### config.mk
export PLATFORM = sky130hd
export DESIGN_NAME = pc_stack_flat
export DESIGN_NICKNAME = d
export VERILOG_FILES = /design/src/rtl/pc_stack_if.sv /design/src/rtl/pc_stack.sv /design/src/flat_wrapper.sv
export SDC_FILE = /design/constraint.sdc
export NUM_CORES = 1
export LEC_CHECK = 0
export ABC_AREA = 1
export CAP_MARGIN = 5
export CORE_MARGIN = 2
export CORE_UTILIZATION = 30
export DETAILED_ROUTE_END_ITERATION = 16
export SYNTH_ARGS = -nofsm -noshare
export SYNTH_HDL_FRONTEND = slang
export SYNTH_SLANG_ARGS = --single-unit
export TNS_END_PERCENT = 30
### constraint.sdc
create_clock -name clk -period 3.6 [get_ports clk]
set_clock_uncertainty 0.1 [all_clocks]
set_input_delay 0.72 -clock clk [delete_from_list [all_inputs] [get_ports clk]]
set_output_delay 0.72 -clock clk [all_outputs]
set_load 0.03 [all_outputs]
### src/rtl/pc_stack_if.sv
// Command/status bundle between the control FSM and the program counter.
// Signal suffixes are named from the program counter's point of view.
interface pc_stack_if #(
    parameter int unsigned AW = 7,
    parameter int unsigned OW = 5
) ();
    logic          up_i;
    logic          load_i;
    logic          branch_i;
    logic          call_i;
    logic          ret_i;
    logic [AW-1:0] target_i;
    logic [OW-1:0] offset_i;
    logic [AW-1:0] mem_addr_o;
    logic          stk_empty_o;
    logic          stk_full_o;
    logic          stk_err_o;

    modport master (
        output up_i, load_i, branch_i, call_i, ret_i, target_i, offset_i,
        input  mem_addr_o, stk_empty_o, stk_full_o, stk_err_o
    );

    modport slave (
        input  up_i, load_i, branch_i, call_i, ret_i, target_i, offset_i,
        output mem_addr_o, stk_empty_o, stk_full_o, stk_err_o
    );
endinterface

### src/rtl/pc_stack.sv
// Program counter with absolute jump, signed relative branch and a
// return-address stack for call/return; one command per clock, Call > Ret > Load > Branch > Up.
module pc_stack #(
    parameter int unsigned   AW          = 7,
    parameter int unsigned   OW          = 5,
    parameter int unsigned   STACK_DEPTH = 4,
    parameter logic [AW-1:0] RESET_ADDR  = '0
) (
    input  logic       clk,
    input  logic       clr,
    pc_stack_if.slave  bus
);
    localparam int unsigned CW = $clog2(STACK_DEPTH + 1);
    localparam int unsigned IW = (STACK_DEPTH > 1) ? $clog2(STACK_DEPTH) : 1;

    logic [AW-1:0] pc_q, pc_d;
    logic [CW-1:0] cnt_q, cnt_d;
    logic          err_q, err_d;
    logic          empty_q, empty_d;
    logic          full_q, full_d;
    logic [AW-1:0] stack_q [STACK_DEPTH];
    logic [AW-1:0] stack_d [STACK_DEPTH];

    logic [IW-1:0] wr_idx;
    logic [IW-1:0] rd_idx;
    logic [AW-1:0] pc_inc;
    logic [AW-1:0] pc_branch;

    // Push slot is the current count; top of stack sits one below it.
    assign wr_idx    = IW'(cnt_q);
    assign rd_idx    = IW'(cnt_q - CW'(1));
    assign pc_inc    = pc_q + AW'(1);
    assign pc_branch = pc_q + AW'($signed(bus.offset_i));

    always_ff @(posedge clk or posedge clr) begin
        if (clr) begin
            pc_q    <= RESET_ADDR;
            cnt_q   <= '0;
            err_q   <= 1'b0;
            empty_q <= 1'b1;
            full_q  <= 1'b0;
            stack_q <= '{default: '0};
        end else begin
            pc_q    <= pc_d;
            cnt_q   <= cnt_d;
            err_q   <= err_d;
            empty_q <= empty_d;
            full_q  <= full_d;
            stack_q <= stack_d;
        end
    end

    always_comb begin
        pc_d    = pc_q;
        cnt_d   = cnt_q;
        err_d   = err_q;
        stack_d = stack_q;

        if (bus.call_i) begin
            if (full_q) begin
                err_d = 1'b1;
            end else begin
                stack_d[wr_idx] = pc_inc;
                cnt_d           = cnt_q + CW'(1);
                pc_d            = bus.target_i;
            end
        end else if (bus.ret_i) begin
            if (empty_q) begin
                err_d = 1'b1;
            end else begin
                pc_d  = stack_q[rd_idx];
                cnt_d = cnt_q - CW'(1);
            end
        end else if (bus.load_i) begin
            pc_d = bus.target_i;
        end else if (bus.branch_i) begin
            pc_d = pc_branch;
        end else if (bus.up_i) begin
            pc_d = pc_inc;
        end

        empty_d = (cnt_d == '0);
        full_d  = (cnt_d == CW'(STACK_DEPTH));
    end

    assign bus.mem_addr_o  = pc_q;
    assign bus.stk_empty_o = empty_q;
    assign bus.stk_full_o  = full_q;
    assign bus.stk_err_o   = err_q;
endmodule
### src/flat_wrapper.sv
// flat-port wrapper written by rule: the top's interface ports become plain ports
module pc_stack_flat 
#(
    parameter int unsigned   AW          = 7,
    parameter int unsigned   OW          = 5,
    parameter int unsigned   STACK_DEPTH = 4,
    parameter logic [AW-1:0] RESET_ADDR  = '0
)
  (clk, clr, bus_up_i, bus_load_i, bus_branch_i, bus_call_i, bus_ret_i, bus_target_i, bus_offset_i, bus_mem_addr_o, bus_stk_empty_o, bus_stk_full_o, bus_stk_err_o);
  pc_stack_if #(.AW(AW), .OW(OW)) bus_i ();
  input  logic clk;
  input  logic clr;
  input wire logic [$bits(bus_i.up_i)-1:0] bus_up_i;
  input wire logic [$bits(bus_i.load_i)-1:0] bus_load_i;
  input wire logic [$bits(bus_i.branch_i)-1:0] bus_branch_i;
  input wire logic [$bits(bus_i.call_i)-1:0] bus_call_i;
  input wire logic [$bits(bus_i.ret_i)-1:0] bus_ret_i;
  input wire logic [$bits(bus_i.target_i)-1:0] bus_target_i;
  input wire logic [$bits(bus_i.offset_i)-1:0] bus_offset_i;
  output wire logic [$bits(bus_i.mem_addr_o)-1:0] bus_mem_addr_o;
  output wire logic [$bits(bus_i.stk_empty_o)-1:0] bus_stk_empty_o;
  output wire logic [$bits(bus_i.stk_full_o)-1:0] bus_stk_full_o;
  output wire logic [$bits(bus_i.stk_err_o)-1:0] bus_stk_err_o;
  assign bus_i.up_i = bus_up_i;
  assign bus_i.load_i = bus_load_i;
  assign bus_i.branch_i = bus_branch_i;
  assign bus_i.call_i = bus_call_i;
  assign bus_i.ret_i = bus_ret_i;
  assign bus_i.target_i = bus_target_i;
  assign bus_i.offset_i = bus_offset_i;
  assign bus_mem_addr_o = bus_i.mem_addr_o;
  assign bus_stk_empty_o = bus_i.stk_empty_o;
  assign bus_stk_full_o = bus_i.stk_full_o;
  assign bus_stk_err_o = bus_i.stk_err_o;
  pc_stack #(.AW(AW), .OW(OW), .STACK_DEPTH(STACK_DEPTH), .RESET_ADDR(RESET_ADDR)) u_core (.clk(clk), .clr(clr), .bus(bus_i));
endmodule
# == After elaboration in Yosys (flattened, before gate mapping) ==
# Index checks and enable logic that the tools add are counted.
# word_totals
regBits,41
output_inout_bits,10
wordCells,52
in_bits,19
# classes
bitwise,3
n_reduce_logical,8
eq_ne,4
n_addsub,4
magnitude_cmp,3
n_mux,21
# op_table
cell,count
$mux W7,10
$bwmux W28,1
$bmux W7 S2,1
$demux W7 S2,1
$mux W3,4
$add A7 B1 Y7 const B,1
$add A7 B7 Y7,1
$ge A3 B3 Y1 const B,2
$not A2 Y3,2
$reduce_and A3 Y1,2
$reduce_bool A5 Y1,1
$mux W1,4
$reduce_bool A2 Y1,2
$add A3 B1 Y3 const B,1
$eq A3 B3 Y1 const B,1
$logic_not A3 Y1,1
$lt A3 B1 Y1 const B,1
$ne A3 B3 Y1 const B,1
$sub A3 B1 Y3 const B,1
$ne A2 B1 Y1 const B,1
$ne A2 B2 Y1 const B,1
$reduce_and A2 Y1,1
$logic_and A1 B1 Y1,1
$not A1 Y1,1

# == Longest topological paths before layout ==
# logic_depth
depth_word,8
ltp_mapped,13
depth_no_buf,12

# == Worst setup path after synthesis ==
# No wires, ideal clock.
# synth_timing
kind,in2reg
start,in bus_offset_i[0]
end,reg u_core.pc_q[6] (netlist: u_core.bus.mem_addr_o[6])
arrival_ns,1.837
slack_ns,1.546
stages,12
path_cell_list,ha_1 -> fa_1 -> nand2_1 -> nand2_1 -> nand3_1 -> nand2_1 -> nand2_1 -> nand3_1 -> nand2_1 -> nand2_1 -> nand2_1 -> nand2_1
# synth_between
elab_chain_len,5
# synth_rtl
element,line_no,source
start: declaration,flat_wrapper.sv:19,input wire logic [$bits(bus_i.offset_i)-1:0] bus_offset_i;
$add A7 B7 Y7,pc_stack.sv:33,assign pc_branch = pc_q + AW'($signed(bus.offset_i));
$mux W7,pc_stack.sv:76,end else if (bus.branch_i) begin
$mux W7,pc_stack.sv:74,end else if (bus.load_i) begin
$mux W7,pc_stack.sv:67,end else if (bus.ret_i) begin
$mux W7,pc_stack.sv:59,if (bus.call_i) begin
end signal: assignment,pc_stack.sv:44,pc_q <= pc_d;
end: declaration,pc_stack.sv:16,"logic [AW-1:0] pc_q, pc_d;"
# Every way passes these cells.
# A chain may end at the register's enable or synchronous reset.

# == Worst setup path in the final report ==
# layout_timing
start,reg u_core.pc_q[0] (netlist: u_core.bus.mem_addr_o[0])
end,out bus_mem_addr_o[0]
# layout_lines
element,line_no,source
end: declaration,flat_wrapper.sv:20,output wire logic [$bits(bus_i.mem_addr_o)-1:0] bus_mem_addr_o;
# No word-level cell between the ends.

==> impl_metrics.json <==
{
  "fp-row-count": 34,
  "detail-route-antenna-nets": 0,
  "drive_gt1_frac": 0.08443,
  "start_util": 0.3043,
  "drc_errors": 0,
  "synthCells": 354,
  "dp_cells": 479,
  "grt_usage": 0.1427,
  "ir_worst_vdd_uv": 275.4,
  "synthTopCellsByArea": "dfrtp_1 (38%), nand2_1 (17%), nand3_1 (6.7%), o21ai_0 (5.9%), ha_1 (5.7%)",
  "whs_endpoint": "u_core.bus.stk_err_o",
  "cts_max_level": 2,
  "place_area_um2": 2969,
  "drt_wl_total_um": 6543,
  "leakagePower_uw": 0.001511,
  "crit_type": "reg -> out",
  "max_slew_margin": 0.6318,
  "gp_congestion": 0.7877,
  "muxShareOfSynthArea": 0.01292,
  "cts_setup_buffers": 0,
  "clk_latency_ps": 300,
  "synth_cell_types": 32,
  "synth_area_um2": 2615,
  "hp-start": "u_core.bus.stk_err_o",
  "cts_resized": 0,
  "cts_tree": "built",
  "cts_buffer_depth": 2,
  "min_path_type": "reg -> reg",
  "num_io_pins": 29,
  "diodes": 0,
  "wl_per_cell_um": 13.44,
  "drt_pass1_iterations": 4,
  "portBuffers": 28,
  "die_y_um": 97.37,
  "synth_top_area_frac": 0.3828,
  "grt_pass1_wl_um": 10900,
  "r2r_slack_ps": 1330,
  "cts_root_buf": "clkbuf_8",
  "syn_avg_cell_area_um2": 7.387,
  "synth_compound_area_frac": 0.1206,
  "path_buf_inv": 1,
  "hold_viol_final": 0,
  "syn_nets": 386,
  "slew_viol_final": 0,
  "start_kind": "flop",
  "max_stage_delay_ps": 760,
  "timing.rr.start": "u_core.cnt_q[0]",
  "grt_overflow": 0,
  "setup_tns_ps": 0,
  "final_core_util": 0.3591,
  "setup_viol": 0,
  "maxCapViolations": 0,
  "cp_top_family": "buffers and inverters",
  "power_density_nw_per_um2": 793.8,
  "period_needed_ps": 2501,
  "dpl.hpwl_um": 4864,
  "vias": 2335,
  "min_period_over_period": 0.6948,
  "cp.arrival_ps": 1680,
  "hold_buffers": 0,
  "synthXorXnorAreaFrac": 0.01627,
  "antenna_found_initial": 0,
  "synthAdderAreaFrac": 0.06507,
  "yosys_warnings": 0,
  "clk_transition_reported_paths_ps": 80,
  "crit_required_ps": 2780,
  "seq_area_frac_synth": 0.3928,
  "ys_ff_latch": 41,
  "viasPerCell": 4.795,
  "timing.fmax_mhz": 399.8,
  "hold_depth": 2,
  "rsz0062_at_grt": "false",
  "grt_max_degree": 42,
  "synth_top_family_by_area": "simple AND/OR/NAND/NOR gates",
  "end_kind": "output port",
  "r2r_end": "u_core.bus.mem_addr_o[1]",
  "layout.nets": 410,
  "outcome": "finished, final reports clean",
  "dieWidth_um": 97.37,
  "crit_fanout": 12,
  "synth-simple-area-share": 0.3072,
  "cts-buffers-inserted": 5,
  "fin_cells": 487,
  "core-area_um2": 8593,
  "clock_sinks": 41,
  "first_iter_violations": 121,
  "design_area_um2": 3085,
  "grt_pass1_vias": 2224,
  "syn_to_final_growth_pct": 17.99,
  "dieArea_um2": 9480,
  "synth_top_area_cell": "dfrtp_1",
  "worst_pin_slew_ps": 552.3,
  "ff2ff_path_depth": 8,
  "path_cells": "clkdlybuf4s50_1",
  "cp_slowest_cell": "clkdlybuf4s50_1"
}
[sequential cells by signal, summed over array words and instances, names as in the netlist]
name	flops
u_core.bus.mem_addr_o	7
u_core.stack_q	28
u_core.bus.stk_err_o	1
u_core.cnt_q	3
u_core.bus.stk_empty_o	1
u_core.bus.stk_full_o	1
[how the worst max path moves through the flow]
stage / depth (start not counted) / endpoint / from / slack (ps)
after floorplan: 12 / u_core.bus.mem_addr_o[6] / bus_offset_i[0] / 1550
after global placement: 13 / u_core.bus.mem_addr_o[4] / bus_offset_i[0] / 1000
after detailed placement: 13 / u_core.bus.mem_addr_o[4] / bus_offset_i[0] / 980
after CTS: 1 / bus_mem_addr_o[0] / u_core.bus.mem_addr_o[0] / 1110
after global routing: 1 / bus_mem_addr_o[0] / u_core.bus.mem_addr_o[0] / 1070
final: 1 / bus_mem_addr_o[0] / u_core.bus.mem_addr_o[0] / 1100
[synth_stat cells (all sizes together)]
cell,instances
o21bai,1
o21ai,32
mux2,3
xor2,4
ha,12
buf,12
dfstp,1
inv,37
nor2,23
dfrtp,40
and2,2
a31oi,4
nand2,121
nand4,2
fa,1
a21oi,16
o22ai,2
o211ai,1
clkbuf,2
nor3,2
nand3,36
[layer usage]
metal	up-vias	global-route usage	share of wire	wire [µm]
met5	-	0	0	0
met4	0	0.04487	0.014	91
met3	7	0.02590	0.043	281
met2	49	0.2265	0.45	2977
met1	1096	0.1981	0.49	3192
li1	1183	-	-	-
[logic make-up (layout without fill, tap and decap cells)]
group | count (synthesis) | count (layout)
multiplexers | 3 | 3
AO/OA/AOI/OAI | 56 | 56
buffers and inverters | 51 | 76
XOR/XNOR | 4 | 4
flip-flops | 41 | 41
adder cells (fa/ha/maj) | 13 | 13
AND/OR/NAND/NOR | 186 | 186
[cell usage in the layout, fill, tap and decap left out, drive strengths merged]
cell | Yosys | routed
nand2 | 121 | 121
dfrtp | 40 | 40
inv | 37 | 37
nand3 | 36 | 36
o21ai | 32 | 32
clkdlybuf4s50 | 0 | 28
nor2 | 23 | 23
a21oi | 16 | 16
ha | 12 | 12
clkbuf | 2 | 7
a31oi | 4 | 4
xor2 | 4 | 4
mux2 | 3 | 3
buf | 12 | 3
and2 | 2 | 2
nand4 | 2 | 2
nor3 | 2 | 2
o22ai | 2 | 2
o21bai | 1 | 1
o211ai | 1 | 1
fa | 1 | 1
bufinv | 0 | 1
dfstp | 1 | 1
[through the flow]
step	hold WS, ps	setup WS, ps	power [µW]
global route	419.7	1067	2666
detailed placement	361.3	975.7	2069
floorplan	347.9	1546	1703
global placement	357.9	999.5	2063
CTS	382.6	1107	2468
finish	373.8	1099	2449
[worst reg2reg max path: stages, from the launching register on]
cell	delay, ps
dfrtp_1	360
buf_4	200
inv_2	260
ha_1	430
inv_1	280
o21ai_0	160
o22ai_1	180
nand2_1	70
a31oi_1	150
[power breakdown]
part	internal, µW	total, µW	switching (µW)	leakage (µW)
Combinational	449	1230	778	0.000954
Clock	226	391	165	0.0000585
Sequential	662	832	170	0.000498
[cell type report]
type / instances / area, µm²
multi-input combinational: 262 / 1365
clock buffer: 7 / 86.33
clock inverter: 1 / 30.03
fill: 932 / 5508
timing repair buffer: 31 / 302.8
sequential: 41 / 1027
inverter: 37 / 138.9
tap: 108 / 135.1
Power figures use the tool's default switching activity.
==> variant, RTL diff (same settings) <==
`STACK_DEPTH` is set to 4 in 2 places; all go to 2.
--- a/src/rtl/pc_stack.sv
+++ b/src/rtl/pc_stack.sv
@@ -3,7 +3,7 @@
 module pc_stack #(
     parameter int unsigned   AW          = 7,
     parameter int unsigned   OW          = 5,
-    parameter int unsigned   STACK_DEPTH = 4,
+    parameter int unsigned   STACK_DEPTH = 2,
     parameter logic [AW-1:0] RESET_ADDR  = '0
 ) (
     input  logic       clk,
--- a/src/flat_wrapper.sv
+++ b/src/flat_wrapper.sv
@@ -3,7 +3,7 @@
 #(
     parameter int unsigned   AW          = 7,
     parameter int unsigned   OW          = 5,
-    parameter int unsigned   STACK_DEPTH = 4,
+    parameter int unsigned   STACK_DEPTH = 2,
     parameter logic [AW-1:0] RESET_ADDR  = '0
 )
   (clk, clr, bus_up_i, bus_load_i, bus_branch_i, bus_call_i, bus_ret_i, bus_target_i, bus_offset_i, bus_mem_addr_o, bus_stk_empty_o, bus_stk_full_o, bus_stk_err_o);
Behaviour: not the same (Yosys sat finds a counterexample within 4 cycles, from zero or initial values).
==> variant against the unedited design <==
Total power shrank 38%. Worst setup slack gained 0.13 ns. Synthesized cell count shrank 32%. Final area shrank 31%. Clock power shrank 51%. Sequential cell count shrank 15. Critical endpoint unchanged. Highest routed layer unchanged. Routed wire length shrank 32%. Utilization grew 2.7 points. Synthesized area shrank 34%.
==> variant: results (changes against the unedited design) <==
[pwr]
powerSeq_mw = 0.543  ; was 0.832 mW
worst_vdd_drop_mv = 0.367  ; was 0.275 mV
total_switching_power_mw = 0.691  ; was 1.11 mW
comb_power_share = 0.514  ; was 0.501

[timing]
maxSlewHeadroom = 0.342  ; was 0.632

[cells_and_area]
nets = 297  ; was 410
largest_reg_flops = 14  ; was 28

[placed_design]
final_weighted_congestion_in_routability_driven_placement = 0.803  ; was 0.788
final_hpwl_from_detailed_placement_mm = 3.48  ; was 4.86 mm

[logic_synthesis]
synth_compound_area_frac = 0.162  ; was 0.121
post_synth_fa_ha_maj_area_fraction = 0.0623  ; was 0.0651
ys_top_cells_by_count = 66 x sky130_fd_sc_hd__nand2_1, 28 x sky130_fd_sc_hd__inv_1, 26 x sky130_fd_sc_hd__o21ai_0  ; was 118 x sky130_fd_sc_hd__nand2_1, 40 x sky130_fd_sc_hd__dfrtp_1, 35 x sky130_fd_sc_hd__nand3_1
yosys.area_share.xor_xnor = 0.0348  ; was 0.0163
netlist_top_cells_area = sky130_fd_sc_hd__dfrtp_1 36%, sky130_fd_sc_hd__nand2_1 14%, sky130_fd_sc_hd__o21ai_0 7.5%, sky130_fd_sc_hd__inv_1 6.1%, sky130_fd_sc_hd__nand3_1 6.1%  ; was sky130_fd_sc_hd__dfrtp_1 38%, sky130_fd_sc_hd__nand2_1 17%, sky130_fd_sc_hd__nand3_1 6.7%, sky130_fd_sc_hd__o21ai_0 5.9%, sky130_fd_sc_hd__ha_1 5.7%

[grt]
first_global_vias = 1513  ; was 2224
track_usage = 0.146  ; was 0.143
grt_start_max_net_pins = 27  ; was 42

[critical_path]
worst_path_fanout_max = 8  ; was 12
crit_path_max_incr_delay_ns = 0.73  ; was 0.76 ns
timing.critical_path.arrival_ns = 1.55  ; was 1.68 ns

[clocking]
cts.htree.levels = 1  ; was 2
insertion_delay_ns = 0.27  ; was 0.30 ns
cts-buffers-inserted = 3  ; was 5

[drt]
routed_wire_length_per_instance_um = 13.1  ; was 13.4 µm
post_drt_via_cell_ratio = 4.82  ; was 4.79

[hold_path]
timing.hold.worst_endpoint = u_core.stack_q[9]$_DFFE_PP0P_  ; was u_core.bus.stk_err_o$_DFFE_PP0P_

[status]
outcome = complete, no violations  ; unchanged

## variant: cell families after synthesis
kind of cell	count (synthesis)
AND/OR/NAND/NOR	109
adder cells (fa/ha/maj)	8
XOR/XNOR	6
AO/OA/AOI/OAI	53
flip-flops	26
buffers and inverters	38
## variant: final cells by class
type,count,share of cell area
clock buffer,4,0.0257
inverter,34,0.0608
multi-input combinational,176,0.432
sequential,26,0.305
tap,72,0.0421
timing repair buffer,29,0.135
## variant: through the flow
step / setup slack [ns] / hold slack [ns] / cell area (µm²) / instances / power, mW
global placement: 0.949 / 0.365 / 2080 / 337 / 1.32
detailed placement: 0.934 / 0.363 / 2080 / 337 / 1.33
finish: 1.23 / 0.383 / 2140 / 341 / 1.51
floorplan: 1.51 / 0.342 / 1730 / 240 / 1.08
global route: 1.10 / 0.399 / 2140 / 341 / 1.64
CTS: 1.22 / 0.387 / 2140 / 341 / 1.52
## variant: routing by layer
layer  routed length, µm  track usage
met1                2120        0.205
met4                  27       0.0322
met5                   0            0
met3                 189       0.0136
met2                2140        0.245
